--- src/rtl/beep_pkg.sv ---
// Shared definitions for the piezo tone sequencer: FSM states, note half-period
// type, a sequence-length clamp helper and common 50 MHz half-period constants.
// No ports; imported by beep_tone_seq.
package beep_pkg;

  typedef enum logic [1:0] {
    ST_IDLE = 2'd0,
    ST_TONE = 2'd1,
    ST_GAP  = 2'd2
  } beep_state_e;

  localparam int BEEP_DIV_W = 20;
  typedef logic [BEEP_DIV_W-1:0] note_hp_t;

  // Half-period minus one, in 50 MHz clocks.
  localparam note_hp_t HP_A4 = 20'd56_817;
  localparam note_hp_t HP_C5 = 20'd47_777;
  localparam note_hp_t HP_2K = 20'd12_499;
  localparam note_hp_t HP_3K = 20'd8_332;

  // Requested sequence length mapped into 1..n_notes.
  function automatic int clamp_len(input int raw, input int n_notes);
    if (raw == 0) return 1;
    if (raw > n_notes) return n_notes;
    return raw;
  endfunction

endpackage

--- src/rtl/beep_tone_div.sv ---
// Square-wave divider for one note: counts 0..hp, toggles out at cnt==hp.
// Ports: clk, rst_n (async, active low), clr (restart at IDLE_LEVEL), hp (half-period
// minus 1, 0 = rest), out (registered square wave, IDLE_LEVEL while clr or hp==0).
module beep_tone_div #(
  parameter int   DIV_W      = 20,
  parameter logic IDLE_LEVEL = 1'b1
) (
  input  logic             clk,
  input  logic             rst_n,
  input  logic             clr,
  input  logic [DIV_W-1:0] hp,
  output logic             out
);

  logic [DIV_W-1:0] cnt_q, cnt_d;
  logic             out_q, out_d;

  always_comb begin
    cnt_d = cnt_q;
    out_d = out_q;
    if (clr || hp == '0) begin
      cnt_d = '0;
      out_d = IDLE_LEVEL;
    end else if (cnt_q == hp) begin
      cnt_d = '0;
      out_d = ~out_q;
    end else begin
      cnt_d = cnt_q + 1'b1;
    end
  end

  always_ff @(posedge clk or negedge rst_n) begin
    if (!rst_n) begin
      cnt_q <= '0;
      out_q <= IDLE_LEVEL;
    end else begin
      cnt_q <= cnt_d;
      out_q <= out_d;
    end
  end

  assign out = out_q;

endmodule

--- src/rtl/beep_tone_seq.sv ---
// Tone sequencer: plays up to N_NOTES table entries, DUR_CYCLES each, GAP_CYCLES of
// silence between, one-shot or looped. Ports: clk, rst_n, start/stop pulses, loop_en,
// seq_len, table write (tbl_we/addr/data); outputs beep_out, busy, done, note_idx.
module beep_tone_seq
  import beep_pkg::*;
#(
  parameter int   N_NOTES    = 8,
  parameter int   IDX_W      = 3,
  parameter int   DIV_W      = 20,
  parameter int   DUR_CYCLES = 12_500_000,
  parameter int   GAP_CYCLES = 1_250_000,
  parameter int   DUR_W      = 24,
  parameter logic IDLE_LEVEL = 1'b1
) (
  input  logic             clk,
  input  logic             rst_n,
  input  logic             start,
  input  logic             stop,
  input  logic             loop_en,
  input  logic [IDX_W:0]   seq_len,
  input  logic             tbl_we,
  input  logic [IDX_W-1:0] tbl_addr,
  input  logic [DIV_W-1:0] tbl_data,
  output logic             beep_out,
  output logic             busy,
  output logic             done,
  output logic [IDX_W-1:0] note_idx
);

  localparam bit               HAS_GAP  = (GAP_CYCLES > 0);
  localparam logic [DUR_W-1:0] DUR_LAST = DUR_W'(DUR_CYCLES - 1);
  localparam logic [DUR_W-1:0] GAP_LAST = DUR_W'(HAS_GAP ? GAP_CYCLES - 1 : 0);

  beep_state_e      state_q, state_d;
  logic [DUR_W-1:0] cnt_q, cnt_d;
  logic [IDX_W-1:0] idx_q, idx_d;
  logic [IDX_W:0]   len_q, len_d;
  logic [DIV_W-1:0] hp_q, hp_d;
  logic             busy_q, busy_d;
  logic             done_q, done_d;
  logic             advance, load_hp, last_note, div_clr;
  logic [DIV_W-1:0] tbl_q [N_NOTES];

  assign last_note = ({1'b0, idx_q} == (len_q - 1'b1));

  always_comb begin
    state_d = state_q;
    cnt_d   = cnt_q;
    idx_d   = idx_q;
    len_d   = len_q;
    hp_d    = hp_q;
    done_d  = 1'b0;
    advance = 1'b0;
    load_hp = 1'b0;
    unique case (state_q)
      ST_IDLE: begin
        if (start && !stop) begin
          state_d = ST_TONE;
          idx_d   = '0;
          len_d   = (IDX_W+1)'(clamp_len(int'(seq_len), N_NOTES));
          cnt_d   = '0;
          load_hp = 1'b1;
        end
      end
      ST_TONE: begin
        if (cnt_q == DUR_LAST) begin
          cnt_d = '0;
          if (HAS_GAP) state_d = ST_GAP;
          else         advance = 1'b1;
        end else begin
          cnt_d = cnt_q + 1'b1;
        end
      end
      ST_GAP: begin
        if (cnt_q == GAP_LAST) begin
          cnt_d   = '0;
          advance = 1'b1;
        end else begin
          cnt_d = cnt_q + 1'b1;
        end
      end
      default: state_d = ST_IDLE;
    endcase

    if (advance) begin
      if (!last_note) begin
        idx_d   = idx_q + 1'b1;
        state_d = ST_TONE;
        load_hp = 1'b1;
      end else if (loop_en) begin
        idx_d   = '0;
        state_d = ST_TONE;
        load_hp = 1'b1;
      end else begin
        state_d = ST_IDLE;
        done_d  = 1'b1;
      end
    end

    // The half-period is captured once per note entry, so later table writes
    // never disturb the note already sounding.
    if (load_hp) hp_d = tbl_q[idx_d];

    if (stop) begin
      state_d = ST_IDLE;
      done_d  = 1'b0;
      cnt_d   = '0;
      idx_d   = idx_q;
    end

    busy_d = (state_d != ST_IDLE);
  end

  // The divider restarts at every note boundary and is held silent outside a
  // running tone, so each note begins at IDLE_LEVEL with a fresh count.
  assign div_clr = !(state_q == ST_TONE && cnt_q != DUR_LAST && !stop);

  always_ff @(posedge clk or negedge rst_n) begin
    if (!rst_n) begin
      state_q <= ST_IDLE;
      cnt_q   <= '0;
      idx_q   <= '0;
      len_q   <= '0;
      hp_q    <= '0;
      busy_q  <= 1'b0;
      done_q  <= 1'b0;
    end else begin
      state_q <= state_d;
      cnt_q   <= cnt_d;
      idx_q   <= idx_d;
      len_q   <= len_d;
      hp_q    <= hp_d;
      busy_q  <= busy_d;
      done_q  <= done_d;
    end
  end

  always_ff @(posedge clk or negedge rst_n) begin
    if (!rst_n) begin
      for (int i = 0; i < N_NOTES; i++) tbl_q[i] <= '0;
    end else if (tbl_we) begin
      tbl_q[tbl_addr] <= tbl_data;
    end
  end

  beep_tone_div #(
    .DIV_W     (DIV_W),
    .IDLE_LEVEL(IDLE_LEVEL)
  ) u_div (
    .clk  (clk),
    .rst_n(rst_n),
    .clr  (div_clr),
    .hp   (hp_q),
    .out  (beep_out)
  );

  assign busy     = busy_q;
  assign done     = done_q;
  assign note_idx = idx_q;

endmodule

--- config.mk ---
export PLATFORM = sky130hd
export DESIGN_NAME = beep_tone_seq
export DESIGN_NICKNAME = d
export VERILOG_FILES = /design/src/rtl/beep_pkg.sv /design/src/rtl/beep_tone_div.sv /design/src/rtl/beep_tone_seq.sv
export SDC_FILE = /design/constraint.sdc
export NUM_CORES = 1
export LEC_CHECK = 0
export ABC_CLOCK_PERIOD_IN_PS = 3500
export BUFFER_PORTS_ARGS = -buffer_cell sky130_fd_sc_hd__buf_2
export CORE_MARGIN = 2
export CORE_UTILIZATION = 27
export CTS_CLUSTER_SIZE = 25
export DETAILED_ROUTE_END_ITERATION = 10
export HOLD_SLACK_MARGIN = 0.1
export PLACE_DENSITY = 0.53
export SLEW_MARGIN = 40
export SYNTH_ARGS = -nofsm -noshare
export SYNTH_HDL_FRONTEND = slang
export SYNTH_HIERARCHICAL = 1
export SYNTH_SLANG_ARGS = --single-unit
--- constraint.sdc ---
create_clock -name clk -period 3.5 [get_ports clk]
set_input_delay 0.35 -clock clk [delete_from_list [all_inputs] [get_ports clk]]
set_output_delay 0.35 -clock clk [all_outputs]
set_load 0.1 [all_outputs]
==> run summary <==
Largest family of logic cells by synthesized area: multiplexers
Initial antenna violation count: 0
Starting density of the core: 0.2737
Adder-Cell Fraction of Synth Area: 0.009787
VDD IR-drop max: 318.9 uV
Nets@finish: 1017
Clk root buf: clkbuf_16
Share of cells above drive strength 1: 0.3122
Routed vias/inst: 4.793
Tmin final: 3233 ps
Final wirelength: 26.85 mm
Post-synth EDFFs: 0
CP required: 3970 ps
DRC: 0
Initial DRT Pass Iterations: 4
Worst-Margin Slew: 771.7 ps
Setup crit start: cnt_q[19]
Vias: 7343
Pin count of the biggest net entering global routing: 91
CTS Sinks: 236
Synth Area in Simple Gates: 0.09298
Cell Count, Final, Fillers Out: 1532
Crit. End Element: register
Core ar.: 42040 um2
Synthesized flop and latch total: 236
Yosys cell types: 66
Fill count: 4226
Sequential-to-total area share from yosys stat: 0.5134
Detailed placement HPWL: 16.77 mm
Fin Setup TNS: 0 ps
Power Density: 553.9 nW/um2
Syn_area_per_cell: 12.49 um2
WL/cell: 17.53 um
Die Footprint: 44280 um2
Arr. time, crit path: 3700 ps
RSZ-0062 raised after global routing: no
Clock transition at the registers of the reported paths: 60 ps
Synth Net Count: 963
Status: finished clean
Final ANT Viol Nets: 0
Bufs on Longest Clock Path: 3
Synth async-reset ratio: 1.000
Final RePlAce weighted congestion: 0.8026
Resize count post-CTS: 0
Fmax achieved: 309.3 MHz
Xor/xnor share of the synthesized area: 0.04089
Compound-gate portion of the synthesized area: 0.08873
Grt total ovfl: 0
HP Class: in -> reg
Final Hold Viols: 0
Post-Synthesis Cells: 921
Site Rows: 75
Final Setup Violations: 0
Vias in the first global route: 7609
Synthesized area: 11510 um2
Pleak: 6.163 nW
Min-delay src: tbl_data[14]
Multiplexer area fraction after synthesis: 0.2272
Dpl cells: 1480
MaxCap Viol Count: 0
Die Span Y: 210.4 um
YS warnings: 6
Chip width: 210.4 um
RR Startpoint: cnt_q[19]
Area growth, synth to finish: 16.50%
CTS Buf Count: 27
Setup Fix Bufs, Post-CTS: 0
Number of top-level pins: 39
Ant diodes: 0
Max H-tree Level: 1
Period utilization: 0.9236
First-pass GRT wire length: 43.26 mm
Kind of critical path: reg -> reg
Pins Over Slew Limit: 0
CTS tree: built
Crit-path max FO: 25
Post-CTS Hold Buffers: 5
GRT Overall Usage: 0.1228
Clk Latency, worst-skew pair: 560 ps
CP Launch Type: register
IO buf count: 38
Post-route clock skew: 9.584 ps
Max-slew headroom: 0.4856
DRT iter0 DRCs: 421
Top FF cell, synth: dfrtp_1
## registers in the layout, indices dropped and copies added (netlist names), 2 cells and up
signal / count
tbl_q: 160
cnt_q: 24
hp_q: 20
u_div/cnt_q: 20
len_q: 4
note_idx: 3
state_q: 2
## power breakdown
part	leakage, nW	switching [W]	total, W	internal [W]
combinational	2.78	0.000476	0.00109	0.000612
clock	0.442	0.00114	0.00279	0.00166
sequential	2.95	0.000316	0.00354	0.00323
total	6.16	0.00193	0.00742	0.00550
## worst max-delay path, stage by stage, from the launching register on
cell and delay, ps:
dfrtp_1 420, or4b_1 560, or4_4 470, a311o_1 400, a31oi_4 240, buf_12 260, buf_4 250, mux2i_1 90
a22o_1 240, o31ai_2 200
## placed cells by master, fill, tap and decap left out, drive strengths merged, types with 14 or more instances in the layout
cell type  Yosys  final
a22o          41     41
buf           17     67
clkbuf        30     39
dfrtp        235    235
inv           13     14
mux2         161    161
mux2i         80     80
nand2         47     47
nand3         16     16
nor2          49     49
o21ai         21     21
o31ai         25     25
xnor2         17     17
xor2          34     34
## cell families after synthesis
| logic type | count (synthesis) |
|---|---|
| DFF | 236 |
| xor gates and xnor gates | 52 |
| adders and majority gates | 9 |
| muxes | 241 |
| AOI/OAI and AO/OA | 121 |
| and+or+nand+nor | 202 |
| buffers and inverters | 60 |
## through the flow
step	total power (W)	util	setup WS (ps)	area, um2	hold slack (ps)
after floorplan	0.004324	-	391.9	11510	54.41
after global routing	0.007819	0.3188	116.4	13400	119.7
after CTS	0.007536	0.3188	251.1	13400	107.5
after detailed placement	0.004698	0.2967	251.2	12470	451.5
final	0.007424	0.3188	267.4	13400	129.9
after global placement	0.004658	0.2967	309.4	12470	444.5
## Yosys cell counts (all sizes together), types with 3 or more instances
cell	instances	area (um2)
nand4b	5	43.79
mux2	161	1813
xor2	34	297.8
a21oi	4	20.02
inv	13	48.80
nor4b	3	26.28
o21ai	21	105.1
xnor2	17	148.9
a31o	3	26.28
and2	7	43.79
a211oi	3	22.52
ha	9	112.6
o31ai	25	287.8
nor4	13	87.58
nor3	10	50.05
a31oi	5	31.28
buf	17	150.1
a22o	41	359.1
clkbuf	30	112.6
nand2b	6	37.54
nand3	16	80.08
nand2	47	176.4
nor2b	8	50.05
mux2i	80	800.8
nor3b	3	22.52
and4	8	72.57
nand4	8	56.30
nor2	49	183.9
and3	9	57.56
dfrtp	235	5881
## worst paths after layout
check | to | slack (ps) | cells after the start
max | hp_q[10] | 270 | 9
min | tbl_q[14] | 130 | 2
max reg2reg | hp_q[10] | 270 | 9
min reg2reg | len_q[0] | 500 | 2
max in group asynchronous | tbl_q[0] | 2070 | 3
min in group asynchronous | cnt_q[15] | 400 | 2
## cell type report
type	count	area [um2]	area share
Sequential cell	236	5907	0.4407
Multi-Input combinational cell	625	5350	0.3991
Clock buffer	39	800.8	0.05974
Tap cell	539	674.4	0.05031
Timing Repair Buffer	72	543.0	0.04051
Clock inverter	8	80.08	0.005974
Inverter	13	48.80	0.003640
## routing by layer
layer,global-route usage,up-vias,share of wire
li1,-,3481,-
met1,0.1757,3749,0.49
met2,0.1963,83,0.46
met3,0.01892,30,0.028
met4,0.02695,0,0.017
met5,0,-,0
(Power assumes the default switching activity.)
